[src/rtl/amo_arbiter.sv]
// rtl/amo_arbiter.sv - round-robin arbiter funnelling NUM_PORTS AMO requesters onto one cache port
// Optional ack watchdog enabled by defining AMO_ARBITER_TIMEOUT_EN.

package ariane_pkg;
   typedef enum logic [3:0] {
      AMO_NONE, AMO_LR, AMO_SC, AMO_SWAP, AMO_ADD, AMO_AND, AMO_OR,
      AMO_XOR, AMO_MAX, AMO_MAXU, AMO_MIN, AMO_MINU, AMO_CAS1, AMO_CAS2
   } amo_t;

   typedef struct packed {
      logic        req;
      amo_t        amo_op;
      logic [1:0]  size;
      logic [63:0] operand_a;
      logic [63:0] operand_b;
   } amo_req_t;

   typedef struct packed {
      logic        ack;
      logic [63:0] result;
   } amo_resp_t;
endpackage

module amo_arbiter #(
   parameter int unsigned NUM_PORTS      = 2,
   parameter int unsigned TIMEOUT_CYCLES = 1024
) (
   input  logic                                  clk_i,
   input  logic                                  rst_i,
   input  ariane_pkg::amo_req_t  [NUM_PORTS-1:0] amo_req_i,
   output ariane_pkg::amo_resp_t [NUM_PORTS-1:0] amo_resp_o,
   output ariane_pkg::amo_req_t                  amo_req_o,
   input  ariane_pkg::amo_resp_t                 amo_resp_i,
   output logic                                  busy_o,
   output logic                                  timeout_o
);
   localparam int unsigned IDX_W = $clog2(NUM_PORTS);

   typedef enum logic {S_IDLE, S_BUSY} state_t;

   state_t               r_state;
   state_t               w_state_nxt;
   logic [IDX_W-1:0]     r_rr_ptr;
   logic [IDX_W-1:0]     r_winner;
   ariane_pkg::amo_req_t r_payload;
   logic [IDX_W-1:0]     w_grant_idx;
   logic [IDX_W-1:0]     w_cand;
   logic                 w_grant_vld;
   logic                 w_take;
   logic                 w_ack;

   function automatic logic [IDX_W-1:0] f_wrap_add(input logic [IDX_W-1:0] base,
                                                   input int unsigned      off);
      int unsigned sum;
      sum = {{(32-IDX_W){1'b0}}, base} + off;
      if (sum >= NUM_PORTS) sum = sum - NUM_PORTS;
      return sum[IDX_W-1:0];
   endfunction

   // First requester at or after rr_ptr wins.
   always_comb begin
      w_grant_vld = 1'b0;
      w_grant_idx = r_rr_ptr;
      w_cand      = r_rr_ptr;
      for (int unsigned i = 0; i < NUM_PORTS; i++) begin
         w_cand = f_wrap_add(r_rr_ptr, i);
         if (!w_grant_vld && amo_req_i[w_cand].req) begin
            w_grant_vld = 1'b1;
            w_grant_idx = w_cand;
         end
      end
   end

   always_ff @(posedge clk_i or posedge rst_i) begin
      if (rst_i) r_state <= S_IDLE;
      else       r_state <= w_state_nxt;
   end

   always_comb begin
      w_state_nxt = r_state;
      w_take      = 1'b0;
      w_ack       = 1'b0;
      amo_req_o   = '0;
      amo_resp_o  = '0;
      busy_o      = 1'b0;
      case (r_state)
         S_IDLE: begin
            if (w_grant_vld) begin
               w_take      = 1'b1;
               w_state_nxt = S_BUSY;
            end
         end
         S_BUSY: begin
            busy_o        = 1'b1;
            amo_req_o     = r_payload;
            amo_req_o.req = 1'b1;
            if (amo_resp_i.ack) begin
               w_ack                       = 1'b1;
               amo_resp_o[r_winner].ack    = 1'b1;
               amo_resp_o[r_winner].result = amo_resp_i.result;
               w_state_nxt                 = S_IDLE;
            end
         end
         default: w_state_nxt = S_IDLE;
      endcase
   end

   // Payload is captured once at grant; later requester changes are ignored.
   always_ff @(posedge clk_i or posedge rst_i) begin
      if (rst_i) begin
         r_rr_ptr  <= '0;
         r_winner  <= '0;
         r_payload <= '0;
      end else begin
         if (w_take) begin
            r_winner  <= w_grant_idx;
            r_payload <= amo_req_i[w_grant_idx];
         end
         if (w_ack) r_rr_ptr <= f_wrap_add(r_winner, 1);
      end
   end

`ifdef AMO_ARBITER_TIMEOUT_EN
   logic [15:0] r_wd_cnt;
   logic        r_timeout;

   // Counter saturates at the limit; the flag is sticky until reset.
   always_ff @(posedge clk_i or posedge rst_i) begin
      if (rst_i) begin
         r_wd_cnt  <= '0;
         r_timeout <= 1'b0;
      end else if (w_take) begin
         r_wd_cnt <= '0;
      end else if (r_state == S_BUSY && !amo_resp_i.ack) begin
         if (r_wd_cnt == 16'(TIMEOUT_CYCLES - 1)) r_timeout <= 1'b1;
         else                                     r_wd_cnt  <= r_wd_cnt + 16'd1;
      end
   end

   assign timeout_o = r_timeout;
`else
   assign timeout_o = 1'b0;
`endif

endmodule

[config.mk]
export PLATFORM = sky130hd
export DESIGN_NAME = amo_arbiter
export DESIGN_NICKNAME = d
export VERILOG_FILES = /design/src/rtl/amo_arbiter.sv
export SDC_FILE = /design/constraint.sdc
export NUM_CORES = 1
export LEC_CHECK = 0
export CORE_AREA = 2 2 237 239
export CTS_BUF_LIST = sky130_fd_sc_hd__clkbuf_16
export DETAILED_ROUTE_END_ITERATION = 6
export DIE_AREA = 0 0 239 241
export PLACE_DENSITY = 0.55
export SETUP_SLACK_MARGIN = 0.15
export SYNTH_ARGS = -nofsm -noshare
export SYNTH_HDL_FRONTEND = slang
export SYNTH_SLANG_ARGS = --single-unit
[constraint.sdc]
create_clock -name clk_i -period 12.2 [get_ports clk_i]
set_input_delay 3.66 -clock clk_i [delete_from_list [all_inputs] [get_ports clk_i]]
set_output_delay 3.66 -clock clk_i [all_outputs]
set_load 0.01 [all_outputs]
==> impl_summary.log, run 1 <==
INFO  metric floorplan.die.height = 241 µm
INFO  metric met1Wirelength = 20700 µm
INFO  metric async_reset_ff_frac = 1.00
INFO  metric syn_nets = 1449
INFO  metric syn_avg_cell_area = 8.57 µm²
INFO  metric final_max_slew_viol_count = 0
INFO  metric antenna_found_initial = 1
INFO  metric io_pins = 604
INFO  metric crit_path_start_kind = input pin
INFO  metric number_of_library_cell_types_mapped_by_synthesis = 21
INFO  metric firstDrtPassIters = 5
INFO  metric ff2ff_path_depth = 5
INFO  metric worst_setup_slack_for_register_to_register_paths = 8.33 ns
INFO  metric worst-path-max-fanout = 66
INFO  metric total_instance_count_after_detailed_placement = 2270
INFO  metric critical_path.endpoint_type = output pin
INFO  metric path_class = in2out
INFO  metric critical_path_arrival = 5.91 ns
INFO  metric postCtsSetupRepairBufs = 0
INFO  metric yosysWarnings = 0
INFO  metric wl_met3 = 3100 µm
INFO  metric cell_count_final_fillers_out = 2303
INFO  metric wire_per_inst = 21.2 µm
INFO  metric post-synth-top-area-fraction = 0.360
INFO  metric gate_count_after_technology_mapping = 1112
INFO  metric finalWeightedCongestion = 0.771
INFO  metric detailroute.wirelength.met2 = 23800 µm
INFO  metric cts_sinks = 137
INFO  metric tightestPinTransition = 1.19 ns
INFO  metric clock_tree.buffer_depth = 2
INFO  metric routed_wirelength = 48800 µm
INFO  metric cts.hold.buffers_added = 0
INFO  metric setup_viol = 0
INFO  metric leakage = 6.14 nW
INFO  metric r2r-end = r_payload[73]
INFO  metric run_status = finished, final reports clean
INFO  metric timing.setup.tns = 0 ns
INFO  metric worstHoldEndpoint = r_payload[90]
INFO  metric finalHoldViolations = 0
INFO  metric clock-root-buffer = clkbuf_16
INFO  metric power.ir.vdd_worst = 0.107 mV
INFO  metric ys_seq_elements = 137
INFO  metric post_layout_nets = 1922
INFO  metric min_delay_path_depth = 2
INFO  metric dp_hpwl = 32900 µm
INFO  metric timing.max_slew.rel_slack = 0.209
INFO  metric synth.area.top_cells = dfrtp_1 (36%), o2111ai_1 (25%), and2_1 (17%), nand3_1 (7.0%), nand2_1 (5.4%)
INFO  metric floorplan.initialDensity = 0.174
INFO  metric power_density = 125 nW/µm²
INFO  metric num-fill-cells = 5800
INFO  metric fin_crit = 9.57 ns
INFO  metric total_via_count_after_detailed_routing = 11100
INFO  metric max-cap-violations = 0
INFO  metric tritoncts = built
INFO  metric drive_gt1_frac = 0.0325
INFO  metric crit-reg2reg-launch = r_state
INFO  metric grt_pass1_wl = 70900 µm
INFO  metric dr.max_layer_used = met4
INFO  metric vias_per_cell = 4.83
INFO  metric gr-total-overflow = 0
INFO  metric skew = 0.0174 ns
INFO  metric tritoncts.num_buffers = 17
INFO  metric synth_flop_cell = dfrtp_1
INFO  metric die_area = 57600 µm²
INFO  metric core_footprint = 54900 µm²
INFO  metric timing.final.crit_share = 0.784
INFO  metric synth.most_common_cell = o2111ai_1
INFO  metric drc_errors = 0
INFO  metric crit_required = 8.54 ns
INFO  metric clk_latency = 0.49 ns
INFO  metric grt_max_degree = 163
INFO  metric clock_tree.htree_level_count = 4
INFO  metric post_cts.resized_instances = 0
INFO  metric clock.fmax = 105 MHz
INFO  metric antenna_violating_nets_post_route = 0
INFO  metric holdCritPathClass = reg2reg
INFO  metric worst_setup_hold_path_clk_slew = 0.06 ns
INFO  metric syn_to_final_growth = 70.9%
INFO  metric post_synth_edffs = 0
INFO  metric core_rows = 86
INFO  metric port-buffer-count = 602
INFO  metric timing.hold.worst.start = r_payload[90]
INFO  metric die_width = 239 µm
INFO  metric grt_pass1_vias = 11100
INFO  metric detailedRoute.firstIterationViolations = 667
INFO  metric grt_use_total = 0.160
INFO  metric synth_area_leader_cell = dfrtp_1
INFO  metric unrepaired_setup_endpoints_after_global_routing = false
INFO  metric seq_area_frac_synth = 0.360
INFO  metric synthesis.area = 9530 µm²
INFO  metric leading_post_synthesis_cells_by_instance_count = o2111ai_1 (268), and2_1 (262), dfrtp_1 (137)
## area by class of cell
type | instances | area, µm² | area share
antenna | 1 | 2.50 | 0.000154
clock buffer | 17 | 425 | 0.0261
clock inverter | 15 | 136 | 0.00838
inverter | 5 | 38.8 | 0.00238
multi-input combinational | 808 | 5240 | 0.322
sequential | 137 | 3440 | 0.211
tap | 704 | 881 | 0.0541
timing repair buffer | 616 | 6130 | 0.376
## report_power, final
part	leakage (nW)	internal, mW	switching [mW]
logic	4.17	0.423	0.431
clock network	0.274	0.296	0.231
registers	1.69	0.570	0.0894
total	6.14	1.29	0.752
## flip-flops by register name, summed over array words and instances, names as in the netlist
name and flops:
r_payload 134, r_rr_ptr 1, r_state 1, r_winner 1
## metrics by stage
step | worst slack [ns] | hold slack, ns | total power, mW | cell area [µm²] | utilization
final | 2.63 | 0.467 | 2.04 | 16300 | 0.297
after global routing | 2.46 | 0.485 | 2.16 | 16300 | 0.297
after CTS | 2.64 | 0.473 | 2.07 | 16300 | 0.297
after detailed placement | 2.65 | 0.458 | 1.53 | 15700 | 0.286
after global placement | 2.77 | 0.452 | 1.52 | 15700 | 0.286
after floorplan | 4.20 | 0.441 | 1.05 | 9530 | -
## metal layers
layer | up-vias | track usage
met4 | 0 | 0.0623
li1 | 5138 | -
met5 | - | 0
met1 | 5481 | 0.206
met2 | 445 | 0.260
met3 | 57 | 0.0373
## critical path: stages
cell and delay [ns]:
clkdlybuf4s50_1 0.47, nand2_1 0.11, nor2_4 0.84, and2_1 0.24, clkdlybuf4s50_1 0.56
## kinds of logic after synthesis
logic type | count (synthesis) | share of synthesized area
other | 1 | 0.000394
AO/OA/AOI/OAI | 273 | 0.250
AND/OR/NAND/NOR | 534 | 0.297
buffers and inverters | 167 | 0.0927
flip-flops | 137 | 0.360
## how the worst max path moves through the flow
stage,cells after the start,startpoint,end,slack (ns)
2_1_floorplan,5,amo_resp_i[64],amo_resp_o[16],4.20
3_3_place_gp,5,amo_resp_i[64],amo_resp_o[16],2.77
3_5_place_dp,5,amo_resp_i[64],amo_resp_o[7],2.65
4_1_cts,5,amo_resp_i[64],amo_resp_o[7],2.64
5_1_grt,5,amo_resp_i[64],amo_resp_o[30],2.46
6_report,5,amo_resp_i[64],amo_resp_o[7],2.63
## cell usage in the layout, fill, tap and decap left out
| cell type | n |
|---|---|
| clkinv_1 | 2 |
| and3_1 | 1 |
| nand2_1 | 136 |
| and2_1 | 262 |
| o31a_1 | 1 |
| a31oi_1 | 1 |
| o2111ai_1 | 268 |
| dfrtp_1 | 135 |
| inv_8 | 1 |
| diode_2 | 1 |
| inv_6 | 2 |
| clkinvlp_4 | 4 |
| bufinv_16 | 2 |
| inv_1 | 3 |
| a21oi_1 | 1 |
| buf_4 | 16 |
| clkinv_2 | 2 |
| nor2_4 | 1 |
| clkdlybuf4s50_1 | 600 |
| nand3_1 | 134 |
| clkbuf_16 | 17 |
| dfrtp_4 | 2 |
| conb_1 | 1 |
| inv_4 | 3 |
| clkinv_4 | 1 |
| o21bai_4 | 1 |
| a21o_1 | 1 |
(Power assumes the default switching activity.)
==> inputs of run 2 (changes only) <==
clock period = 9.2 ns   (was 12.2 ns; I/O delays follow)
==> impl_summary.log, run 2 (synthesized netlist as in run 1, its figures left out) <==
INFO  metric timing.setup.tns = 0 ns (unchanged)
INFO  metric total_power = 2.74 mW (+34%)
INFO  metric unrepaired_setup_endpoints_after_global_routing = false
INFO  metric port-buffer-count = 602 (unchanged)
INFO  metric post_layout_nets = 1922 (unchanged)
INFO  metric worst_setup_slack_for_register_to_register_paths = 5.44 ns (-2.89 ns)
INFO  metric cts.hold.buffers_added = 0 (unchanged)
INFO  metric syn_to_final_growth = 71.3%
INFO  metric dp_hpwl = 32700 µm (-0.65%)
INFO  metric fin_crit = 7.78 ns
INFO  metric layout_commonest_cell = clkdlybuf4s50_1
INFO  metric final_max_slew_viol_count = 0 (unchanged)
INFO  metric core_rows = 86 (unchanged)
INFO  metric clock_tree.htree_level_count = 4 (unchanged)
INFO  metric die_area = 57600 µm² (unchanged)
INFO  metric drive_gt1_frac = 0.0344 (+0.00188)
INFO  metric skew = 0.0103 ns (-0.00705 ns)
INFO  metric path_class = in2out
INFO  metric postCtsSetupRepairBufs = 0 (unchanged)
INFO  metric multiInputGateArea = 5240 µm² (unchanged)
INFO  metric antenna_violating_nets_post_route = 0 (unchanged)
INFO  metric grt_use_total = 0.160 (about the same)
INFO  metric clk_latency = 0.48 ns (about the same)
INFO  metric grt_max_degree = 164 (+0.61%)
INFO  metric total_via_count_after_detailed_routing = 11200 (+0.55%)
INFO  metric routed_wirelength = 48500 µm (-0.51%)
INFO  metric worst_setup_hold_path_clk_slew = 0.07 ns (about the same)
INFO  metric worst-path-max-fanout = 66 (unchanged)
INFO  metric drc_errors = 0 (unchanged)
INFO  metric tritoncts.num_buffers = 17 (unchanged)
INFO  metric max_flop_register = r_payload
INFO  metric max-cap-violations = 0 (unchanged)
INFO  metric setup_viol = 0 (unchanged)
INFO  metric leakage = 6.15 nW (+0.27%)
INFO  metric vias_per_cell = 4.85 (+0.50%)
INFO  metric timing.max_slew.rel_slack = 0.231 (+0.0225)
INFO  metric crit_path_start_kind = input pin
INFO  metric gr-total-overflow = 0 (unchanged)
INFO  metric firstDrtPassIters = 5 (unchanged)
INFO  metric grt_pass1_wl = 70900 µm (+0.11%)
INFO  metric core_footprint = 54900 µm² (unchanged)
INFO  metric post_cts.resized_instances = 0 (unchanged)
INFO  metric num-fill-cells = 5845 (+0.78%)
INFO  metric antenna_found_initial = 4 (+3)
INFO  metric critical_path_arrival = 5.02 ns (-0.89 ns)
INFO  metric run_status = finished, final reports clean
INFO  metric finalWeightedCongestion = 0.773 (+0.22%)
INFO  metric die_width = 239 µm (unchanged)
INFO  metric power.ir.vdd_worst = 0.132 mV (+23%)
INFO  metric critical_path.endpoint_type = output pin
INFO  metric power_density = 168 nW/µm² (+34%)
INFO  metric grt_pass1_vias = 11300 (+1.7%)
INFO  metric finalHoldViolations = 0 (unchanged)
INFO  metric clock-root-buffer = clkbuf_16
INFO  metric clock_tree.buffer_depth = 2 (unchanged)
INFO  metric largest_register_ff_count = 134 (unchanged)
INFO  metric floorplan.initialDensity = 0.174 (unchanged)
INFO  metric crit_required = 6.44 ns (-2.10 ns)
INFO  metric final_util = 0.297 (+0.000775)
INFO  metric holdCritPathClass = reg2reg
INFO  metric detailedRoute.firstIterationViolations = 684 (+2.5%)
INFO  metric tritoncts = built
INFO  metric io_pins = 604 (unchanged)
INFO  metric timing.final.crit_share = 0.846
INFO  metric floorplan.die.height = 241 µm (unchanged)
INFO  metric wire_per_inst = 21.1 µm (-0.55%)
INFO  metric seq_area = 3440 µm² (unchanged)
INFO  metric most_frequent_cells_in_the_layout = clkdlybuf4s50_1 (600), o2111ai_1 (268), and2_1 (262)
INFO  metric tightestPinTransition = 1.15 ns (-0.0337 ns)
INFO  metric clock.fmax = 129 MHz
INFO  metric cts_sinks = 137 (unchanged)
## run 2: stage by stage
step | std cells | hold slack (ns) | area (µm²) | worst slack (ns)
floorplan | 1112 | 0.441 | 9530 | 2.77
finish | 2304 | 0.467 | 16300 | 1.42
detailed placement | 2270 | 0.458 | 15700 | 1.45
CTS | 2302 | 0.473 | 16300 | 1.44
global placement | 2270 | 0.451 | 15700 | 1.57
global route | 2304 | 0.489 | 16300 | 1.22
## run 2: per-layer routing
layer  vias to the layer above  share of wire  GRT usage
met1                      5453           0.42      0.204
met3                        77          0.066     0.0342
met4                         0          0.033     0.0778
met5                         -              0          0
li1                       5137              -          -
met2                       515           0.48      0.258
## run 2: worst paths after layout
kind                                 from             end  cells after the start
max                        amo_resp_i[64]  amo_resp_o[19]                      5
min                         r_payload[90]   r_payload[90]                      2
max reg2reg                       r_state   r_payload[73]                      5
min reg2reg                 r_payload[90]   r_payload[90]                      2
max in group asynchronous           rst_i   r_payload[30]                      3
min in group asynchronous           rst_i   r_payload[96]                      2
## run 2: area by class of cell
type                            instances  area share
Tap cell                              704      0.0540
Sequential cell                       137       0.210
Clock buffer                           17      0.0261
Antenna cell                            2    0.000307
Inverter                                5     0.00238
Multi-Input combinational cell        808       0.321
Clock inverter                         15      0.0108
Timing Repair Buffer                  616       0.375
## run 2: where the power goes
group | switching [mW] | total, mW | leakage (nW) | internal (mW)
logic | 0.572 | 1.13 | 4.17 | 0.561
clock network | 0.310 | 0.737 | 0.290 | 0.426
registers | 0.118 | 0.873 | 1.69 | 0.755
## run 2: critical path, cell delays in order
cell	delay (ns)
clkdlybuf4s50_1	0.47
nand2_1	0.11
nor2_4	0.83
and2_1	0.25
clkdlybuf4s50_1	0.55
==> inputs of run 3 (changes only) <==
clock period = 7.9 ns   (was 9.2 ns; I/O delays follow)
==> impl_summary.log, run 3 (synthesized netlist as in run 1, its figures left out) <==
INFO  metric run_status = finished, final reports clean
INFO  metric final_util = 0.298 (+0.000342)
INFO  metric antenna_violating_nets_post_route = 0 (unchanged)
INFO  metric firstDrtPassIters = 5 (unchanged)
INFO  metric post_layout_nets = 1926 (+0.21%)
INFO  metric gr-total-overflow = 0 (unchanged)
INFO  metric total_instance_count_after_detailed_placement = 2274 (+0.18%)
INFO  metric post_cts.resized_instances = 0 (unchanged)
INFO  metric timing.final.crit_share = 0.848
INFO  metric setup_viol = 0 (unchanged)
INFO  metric max_flop_register = r_payload
INFO  metric cts.hold.buffers_added = 0 (unchanged)
INFO  metric drc_errors = 0 (unchanged)
INFO  metric core_footprint = 54900 µm² (unchanged)
INFO  metric worst_setup_hold_path_clk_slew = 0.06 ns (about the same)
INFO  metric tritoncts = built
INFO  metric postCtsSetupRepairBufs = 0 (unchanged)
INFO  metric final_max_slew_viol_count = 0 (unchanged)
INFO  metric wire_per_inst = 21.1 µm (+0.12%)
INFO  metric core_rows = 86 (unchanged)
INFO  metric detailedRoute.firstIterationViolations = 770 (+13%)
INFO  metric tightestPinTransition = 1.14 ns (-0.0125 ns)
INFO  metric critical_path_arrival = 4.33 ns (-0.69 ns)
INFO  metric io_pins = 604 (unchanged)
INFO  metric grt_pass1_vias = 11100 (-2.3%)
INFO  metric vias_per_cell = 4.83 (-0.54%)
INFO  metric crit_required = 5.53 ns (-0.91 ns)
INFO  metric timing.hold.worst.start = r_payload[130]
INFO  metric power_density = 195 nW/µm² (+16%)
INFO  metric clk_latency = 0.49 ns (about the same)
INFO  metric ff2ff_path_depth = 5 (unchanged)
INFO  metric clock-root-buffer = clkbuf_16
INFO  metric clock_tree.buffer_depth = 2 (unchanged)
INFO  metric worstHoldEndpoint = r_payload[130]
INFO  metric die_area = 57600 µm² (unchanged)
INFO  metric largest_register_ff_count = 134 (unchanged)
INFO  metric most_frequent_cells_in_the_layout = clkdlybuf4s50_1 (600), o2111ai_1 (268), and2_1 (262)
INFO  metric grt_max_degree = 99 (-40%)
INFO  metric timing.max_slew.rel_slack = 0.239 (+0.00835)
INFO  metric max-cap-violations = 0 (unchanged)
INFO  metric grt_pass1_wl = 70600 µm (-0.52%)
INFO  metric leakage = 6.18 nW (+0.43%)
INFO  metric tritoncts.num_buffers = 17 (unchanged)
INFO  metric critical_path.endpoint_type = output pin
INFO  metric clock_tree.htree_level_count = 4 (unchanged)
INFO  metric total_via_count_after_detailed_routing = 11100 (-0.46%)
INFO  metric dp_hpwl = 32900 µm (+0.59%)
INFO  metric path_class = in2out
INFO  metric min_delay_path_depth = 2 (unchanged)
INFO  metric grt_use_total = 0.161 (+0.000281)
INFO  metric unrepaired_setup_endpoints_after_global_routing = false
INFO  metric skew = 0.0138 ns (+0.00348 ns)
INFO  metric clock.fmax = 149 MHz
INFO  metric port-buffer-count = 602 (unchanged)
INFO  metric finalWeightedCongestion = 0.782 (+1.2%)
INFO  metric floorplan.die.height = 241 µm (unchanged)
INFO  metric timing.setup.tns = 0 ns (unchanged)
INFO  metric finalHoldViolations = 0 (unchanged)
INFO  metric routed_wirelength = 48600 µm (+0.20%)
INFO  metric syn_to_final_growth = 71.5%
INFO  metric antenna_found_initial = 2 (-2)
INFO  metric worst_setup_slack_for_register_to_register_paths = 4.54 ns (-0.90 ns)
INFO  metric layout_commonest_cell = clkdlybuf4s50_1
INFO  metric power.ir.vdd_worst = 0.172 mV (+31%)
INFO  metric worst-path-max-fanout = 66 (unchanged)
INFO  metric crit_path_start_kind = input pin
INFO  metric cell_count_final_fillers_out = 2306 (+0.087%)
INFO  metric drive_gt1_frac = 0.0350 (+0.000560)
INFO  metric holdCritPathClass = reg2reg
INFO  metric r2r-end = r_payload[64]
INFO  metric floorplan.initialDensity = 0.174 (unchanged)
INFO  metric final.hold.worst_slack = 0.468 ns (+0.000475 ns)
INFO  metric die_width = 239 µm (unchanged)
INFO  metric crit-reg2reg-launch = r_state
INFO  metric cts_sinks = 137 (unchanged)
INFO  metric fin_crit = 6.70 ns
==> run 3: cell types whose count changed in the layout (fill, tap and decap cells not counted) <==
cell and delta:
buf_4 +3, inv_6 +1, buf_12 +1, clkinvlp_4 -3, diode_2 -1, clkinv_4 -1
inv_8 -1, clkinv_2 +1, clkinv_1 +2
==> run 3: report_power, final <==
group          switching (mW)  internal [mW]
Sequential              0.132          0.880
Clock                   0.364          0.490
Combinational           0.671          0.657
Total                    1.17           2.03
==> run 3: per-layer routing <==
layer  routed length (µm)  share of wire  vias up  global-route usage
li1                     -              -     5142                   -
met1                20300           0.42     5429               0.210
met2                23700           0.49      493               0.255
met3                 3190          0.066       67              0.0357
met4                 1330          0.027        0              0.0672
met5                    0              0        -                   0
==> run 3: area by class of cell <==
| cell class | count | area, µm² |
|---|---|---|
| clock buffer | 17 | 425 |
| inverter | 5 | 38.8 |
| antenna | 1 | 2.50 |
| clock inverter | 14 | 155 |
| timing repair buffer | 620 | 6170 |
| sequential | 137 | 3440 |
| fill | 5820 | 38500 |
| tap | 704 | 881 |
| multi-input combinational | 808 | 5240 |
==> run 3: stage by stage <==
stage | power, mW | setup WS [ns] | instance area (µm²)
final | 3.19 | 1.20 | 16300
after global routing | 3.37 | 1.09 | 16300
after CTS | 3.24 | 1.22 | 16300
after detailed placement | 2.36 | 1.23 | 15800
after global placement | 2.35 | 1.29 | 15800
after floorplan | 1.62 | 1.86 | 9530
==> run 3: how the worst max path moves through the flow <==
stage          cells after the start             end  slack [ns]            from
2_1_floorplan                      1    r_payload[0]        1.86           rst_i
3_3_place_gp                       5  amo_resp_o[72]        1.29  amo_resp_i[64]
3_5_place_dp                       6  amo_resp_o[23]        1.23  amo_resp_i[64]
4_1_cts                            6  amo_resp_o[23]        1.22  amo_resp_i[64]
5_1_grt                            6   amo_resp_o[7]        1.09  amo_resp_i[64]
6_report                           6  amo_resp_o[23]        1.20  amo_resp_i[64]
==> run 3: worst max-delay path, stage by stage <==
cell	delay, ns
clkdlybuf4s50_1	0.48
nand2_1	0.12
nor2_4	0.12
buf_4	0.42
and2_1	0.22
clkdlybuf4s50_1	0.54
